### config.mk
export PLATFORM = sky130hd
export DESIGN_NAME = ov7670_config_sequencer
export DESIGN_NICKNAME = d
export VERILOG_FILES = /design/src/rtl/ov7670_config_sequencer.sv
export SDC_FILE = /design/constraint.sdc
export NUM_CORES = 1
export LEC_CHECK = 0
export CORE_UTILIZATION = 40
export CTS_BUF_LIST = sky130_fd_sc_hd__clkbuf_4 sky130_fd_sc_hd__clkbuf_8 sky130_fd_sc_hd__clkbuf_16
export DETAILED_ROUTE_END_ITERATION = 16
export PLACE_DENSITY = 0.71
export SYNTH_ARGS = -nofsm -noshare
export SYNTH_HDL_FRONTEND = slang
export SYNTH_SLANG_ARGS = --single-unit
### constraint.sdc
create_clock -name clk -period 2.79 [get_ports clk]
set_input_delay 0.558 -clock clk [delete_from_list [all_inputs] [get_ports clk]]
set_output_delay 0.558 -clock clk [all_outputs]
set_load 0.005 [all_outputs]
### src/rtl/ov7670_config_sequencer.sv
// OV7670 configuration sequencer.
// Walks the 256x24 configuration table from entry 0 and turns each entry into
// one SCCB register write (valid/ready command, done/nack response). Entries
// whose device field is 8'hFF end the list. Entries whose device field is
// 8'hFE wait {reg,val} milliseconds. NACKed writes are retried a bounded
// number of times before the sequence aborts.
module ov7670_config_sequencer #(
  parameter int CLKS_PER_MS = 25000,
  parameter int RETRIES     = 3
) (
  input  logic        clk,
  input  logic        resetn,
  input  logic        start,
  output logic [7:0]  r_addr,
  input  logic [23:0] r_data,
  output logic        cmd_valid,
  input  logic        cmd_ready,
  output logic [7:0]  cmd_dev,
  output logic [7:0]  cmd_reg,
  output logic [7:0]  cmd_data,
  input  logic        cmd_done,
  input  logic        cmd_nack,
  output logic        busy,
  output logic        done,
  output logic        error,
  output logic [7:0]  err_index
);

  localparam logic [31:0] MS_CYCLES = 32'(CLKS_PER_MS);
  localparam logic [3:0]  RETRY_MAX = 4'(RETRIES);
  localparam logic [7:0]  DEV_END   = 8'hFF;
  localparam logic [7:0]  DEV_DELAY = 8'hFE;

  typedef enum logic [2:0] {
    S_IDLE,
    S_FETCH,
    S_ISSUE,
    S_WAIT,
    S_DELAY,
    S_DONE,
    S_ERR
  } state_t;

  state_t      state_reg, state_next;
  logic [7:0]  r_addr_reg, r_addr_next;
  logic        cmd_valid_reg, cmd_valid_next;
  logic [7:0]  cmd_dev_reg, cmd_dev_next;
  logic [7:0]  cmd_reg_reg, cmd_reg_next;
  logic [7:0]  cmd_data_reg, cmd_data_next;
  logic        busy_reg, busy_next;
  logic        done_reg, done_next;
  logic        error_reg, error_next;
  logic [7:0]  err_index_reg, err_index_next;
  logic [3:0]  retry_reg, retry_next;
  logic [31:0] delay_reg, delay_next;
  logic        advance;

  // Delay reload value: the counter runs down to 0 inclusive, so loading
  // D*CLKS_PER_MS-1 yields exactly D*CLKS_PER_MS cycles in DELAY.
  logic [31:0] delay_load;
  assign delay_load = (32'(r_data[15:0]) * MS_CYCLES) - 32'd1;

  // State and datapath registers; the async reset drops cmd_valid at once.
  always_ff @(posedge clk or negedge resetn) begin
    if (!resetn) begin
      state_reg     <= S_IDLE;
      r_addr_reg    <= 8'd0;
      cmd_valid_reg <= 1'b0;
      cmd_dev_reg   <= 8'd0;
      cmd_reg_reg   <= 8'd0;
      cmd_data_reg  <= 8'd0;
      busy_reg      <= 1'b0;
      done_reg      <= 1'b0;
      error_reg     <= 1'b0;
      err_index_reg <= 8'd0;
      retry_reg     <= 4'd0;
      delay_reg     <= 32'd0;
    end else begin
      state_reg     <= state_next;
      r_addr_reg    <= r_addr_next;
      cmd_valid_reg <= cmd_valid_next;
      cmd_dev_reg   <= cmd_dev_next;
      cmd_reg_reg   <= cmd_reg_next;
      cmd_data_reg  <= cmd_data_next;
      busy_reg      <= busy_next;
      done_reg      <= done_next;
      error_reg     <= error_next;
      err_index_reg <= err_index_next;
      retry_reg     <= retry_next;
      delay_reg     <= delay_next;
    end
  end

  // Next-state and next-register logic; "advance" is the shared step to the
  // following entry (or to DONE after entry 255, the table never wraps).
  always_comb begin
    state_next     = state_reg;
    r_addr_next    = r_addr_reg;
    cmd_valid_next = cmd_valid_reg;
    cmd_dev_next   = cmd_dev_reg;
    cmd_reg_next   = cmd_reg_reg;
    cmd_data_next  = cmd_data_reg;
    busy_next      = busy_reg;
    done_next      = done_reg;
    error_next     = error_reg;
    err_index_next = err_index_reg;
    retry_next     = retry_reg;
    delay_next     = delay_reg;
    advance        = 1'b0;

    case (state_reg)
      S_IDLE, S_DONE, S_ERR: begin
        if (start) begin
          r_addr_next = 8'd0;
          retry_next  = 4'd0;
          done_next   = 1'b0;
          error_next  = 1'b0;
          busy_next   = 1'b1;
          state_next  = S_FETCH;
        end
      end
      S_FETCH: begin
        if (r_data[23:16] == DEV_END) begin
          busy_next  = 1'b0;
          done_next  = 1'b1;
          state_next = S_DONE;
        end else if (r_data[23:16] == DEV_DELAY) begin
          if (r_data[15:0] == 16'd0) begin
            advance = 1'b1;
          end else begin
            delay_next = delay_load;
            state_next = S_DELAY;
          end
        end else begin
          cmd_dev_next   = r_data[23:16];
          cmd_reg_next   = r_data[15:8];
          cmd_data_next  = r_data[7:0];
          cmd_valid_next = 1'b1;
          state_next     = S_ISSUE;
        end
      end
      S_ISSUE: begin
        if (cmd_ready) begin
          cmd_valid_next = 1'b0;
          state_next     = S_WAIT;
        end
      end
      S_WAIT: begin
        if (cmd_done) begin
          if (!cmd_nack) begin
            advance = 1'b1;
          end else if (retry_reg < RETRY_MAX) begin
            retry_next     = retry_reg + 4'd1;
            cmd_valid_next = 1'b1;
            state_next     = S_ISSUE;
          end else begin
            err_index_next = r_addr_reg;
            busy_next      = 1'b0;
            error_next     = 1'b1;
            state_next     = S_ERR;
          end
        end
      end
      S_DELAY: begin
        if (delay_reg == 32'd0) begin
          advance = 1'b1;
        end else begin
          delay_next = delay_reg - 32'd1;
        end
      end
      default: begin
        state_next = S_IDLE;
      end
    endcase

    if (advance) begin
      if (r_addr_reg == 8'hFF) begin
        busy_next  = 1'b0;
        done_next  = 1'b1;
        state_next = S_DONE;
      end else begin
        r_addr_next = r_addr_reg + 8'd1;
        retry_next  = 4'd0;
        state_next  = S_FETCH;
      end
    end
  end

  assign r_addr    = r_addr_reg;
  assign cmd_valid = cmd_valid_reg;
  assign cmd_dev   = cmd_dev_reg;
  assign cmd_reg   = cmd_reg_reg;
  assign cmd_data  = cmd_data_reg;
  assign busy      = busy_reg;
  assign done      = done_reg;
  assign error     = error_reg;
  assign err_index = err_index_reg;

endmodule

==> metrics.yaml <==
status: "finished with violations"
failed_checks: "setup timing"
insertion_delay_ns: 0.35
synthArstFlopShare_pct: 100
power_per_cell_area_nw_per_um2: 1260
grt_pass1_vias: 8508
syn_inst: 985
post-place-ws_ns: -2.89
largest_reg_flops: 32
relSlewSlack_pct: 55.3
finClkSkew_ns: 0.00684
cts.path.max_buffers: 2
max_stage_delay_ns: 0.56
r2r_slack_ns: 0.04
htree_levels: 3
path_cells: "buf_6 > buf_6 > ha_4 > ha_4 > xor2_2 > ha_4 > a31o_4 > fa_1 > inv_1 > fa_1 > inv_2 > ha_4 > buf_12 > nand4_1 > nor4_4 > a22oi_2 > buf_4 > a41oi_2 > nor3_2 > o21bai_1 > xnor2_2 > buf_4 > o31ai_2"
grt_overflow: 0
synth_top_area_cell: "dfrtp_1"
fin_hold_ws_ns: 0.219
cts_tree: "built"
final_cell_area_sq_um: 13200
min_period_ns: 4.89
leakage_uw: 0.00592
reg2reg_to: "delay_reg[12]"
synth-seq-cells: 83
fmax_mhz: 205
critPathTopFamily: "adder cells"
ir_drop_mv: 0.768
fillers: 1532
min_period_over_period_pct: 175
antenna_found_initial: 0
portBuffers: 73
max_slew.worst_pin.slew_ns: 0.667
drt-total-wl_um: 27300
num_vias: 8574
first_pass_iters: 5
die_h_um: 147
hold_path_class: "in2async"
num-nets-final: 1472
ctsRootBufferMaster: "clkbuf_16"
start_util_pct: 41.3
placed_area_sq_um: 11700
drive_above_1_share_pct: 40.6
hold_viol_final: 0
vias_per_cell: 5.51
clk_pin_slew_ns: 0.06
setup_tns_ns: -39.14
crit_arrival_ns: 5.15
ys.flop_type: "dfrtp_1"
setup_viol: 23
syn_nets: 1174
coreArea_sq_um: 20500
numCtsBuffers: 9
synthToLayoutAreaGrowth_pct: 56.2
start_kind: "primary input"
fp.dieW_um: 147
setup_ws_ns: -2.10
synth_area_leaders: "dfrtp_1 25%, ha_1 18%, fa_1 8.5%"
place.gp.congestion: 0.884
synth_warnings: 0
critPathRequiredTime_ns: 3.05
grt_max_degree: 47
slew_violations: 0
antenna_left: 0
ys_seq_area_share_pct: 24.5
drt_iter0_drc: 596
cpMostUsedCell: "ha_4"
hold_buffers: 0
synth_edf_count: 0
path_buf_inv: 7
rsz0062_at_grt: "true"
ff2ff_path_depth: 10
num_rows: 52
antennaDiodeCount: 0
end_kind: "flop"
clock-sinks: 83
die_area_sq_um: 21700
io_pins: 74
grt_pass1_wl_um: 41800
place.detailed.hpwl_um: 18700
synth_cell_type_count: 77
cap_violations: 0
reg2reg_from: "delay_reg[1]"
crit_type: "in2reg"
crit_slowest_cell: "fa_1"
yosysTopAreaCellShare_pct: 24.5
route.detailed.drc: 0
track_usage_pct: 24.0
synth.avg_cell_area_sq_um: 8.59
cp_max_fo: 4
wl_per_cell_um: 17.5
syn-cell-area_sq_um: 8460
worst max-delay path by stage:
stage | from | end | slack [ns] | cells past startpoint
final | r_data[2] | delay_reg[31] | -2.10 | 23
after global routing | r_data[2] | delay_reg[30] | -2.27 | 23
after CTS | r_data[3] | delay_reg[25] | -2.02 | 23
after detailed placement | r_data[5] | delay_reg[30] | -2.89 | 21
after global placement | r_data[4] | delay_reg[30] | -2.84 | 21
after floorplan | r_data[4] | delay_reg[27] | -1.90 | 21
cells in the mapped netlist (4+ instances only):
library cell / number
clkbuf_1: 23
a31o_2: 6
a211oi_1: 6
buf_2: 4
mux2_2: 8
ha_1: 123
fa_1: 36
inv_1: 115
o21ai_1: 6
nand2b_1: 5
nor3_1: 25
a21oi_1: 56
a31oi_1: 10
nand4_1: 13
o21ai_0: 78
nand2_1: 106
nor4_1: 12
xor2_1: 21
nor2b_1: 5
nand3_1: 25
o31ai_1: 4
or3_1: 7
dfrtp_1: 83
and3_1: 7
and2_1: 9
nor2_1: 64
nand3b_1: 5
a22oi_1: 7
xnor2_1: 30
or2_2: 4
o211ai_1: 7
routing by layer:
layer | global-route usage (%) | part of all wire, %
met5 | 0 | 0
met4 | 7.53 | 3.2
met3 | 3.64 | 4.4
met1 | 30.4 | 42
met2 | 41.9 | 51
power breakdown:
group / leakage, uW / internal, uW / total, uW / switching [uW]
logic: 0.00473 / 6690 / 13500 / 6810
clock network: 0.000148 / 710 / 1220 / 505
registers: 0.00104 / 1580 / 1880 / 304
total: 0.00592 / 8980 / 16600 / 7620
worst reg2reg max path, delay by kind of cell (launching register included):
| kind | cells | cell delay (ns) |
|---|---|---|
| and+or+nand+nor | 5 | 1.58 |
| adders and majority gates | 1 | 0.17 |
| AOI/OAI and AO/OA | 2 | 0.24 |
| buffers and inverters | 2 | 0.23 |
| DFF | 1 | 0.40 |
final cells by class:
cell class              instances  area (sq um)  share of cell area (%)
well taps                     270           338                    2.56
clock inverters                 5          53.8                   0.407
clock buffers                  10           239                    1.81
repair buffers                316          2670                    20.2
flip-flops and latches         83          2080                    15.7
multi-input cells             758          7360                    55.7
inverters                     115           474                    3.59
layout by cell type (no fill, tap or decap), types with 7 or more instances in the layout:
cell type,instances
nand3_1,18
xor2_2,9
ha_4,50
nand2_2,10
ha_2,10
inv_2,24
nor3_1,19
o211ai_1,7
fa_1,35
and2_1,8
buf_4,220
o21ai_1,21
buf_6,24
ha_1,63
a31oi_1,10
clkbuf_16,9
a21oi_2,9
xnor2_2,12
o21ai_0,55
nor2_2,8
nor4_1,8
nand2_1,93
nor3_2,7
inv_1,84
xor2_1,10
nor2_1,51
dfrtp_1,83
a21oi_1,42
mux2_2,8
nand4_1,13
xnor2_1,17
clkdlybuf4s50_1,56
kinds of logic after synthesis:
| logic type | Yosys count | share of synthesized area, % |
|---|---|---|
| muxes | 11 | 1.42 |
| adders and majority gates | 159 | 26.7 |
| xor gates and xnor gates | 52 | 5.47 |
| and+or+nand+nor | 314 | 18.6 |
| buffers and inverters | 144 | 6.46 |
| AOI/OAI and AO/OA | 222 | 16.7 |
| DFF | 83 | 24.5 |
repair_timing:
item / CTS / global route
pin swaps: 111 / 111
setup endpoints to repair: 30 / 29
gates resized for setup: 150 / 103
setup buffers: 35 / 15
through the flow:
stage	util, %	instances	total power, uW
after floorplan	-	985	8130
after global placement	56.9	1499	11700
after detailed placement	56.9	1499	11900
after CTS	62.0	1547	14700
after global routing	64.5	1557	17700
final	64.5	1557	16600
Power figures use the tool's default switching activity.
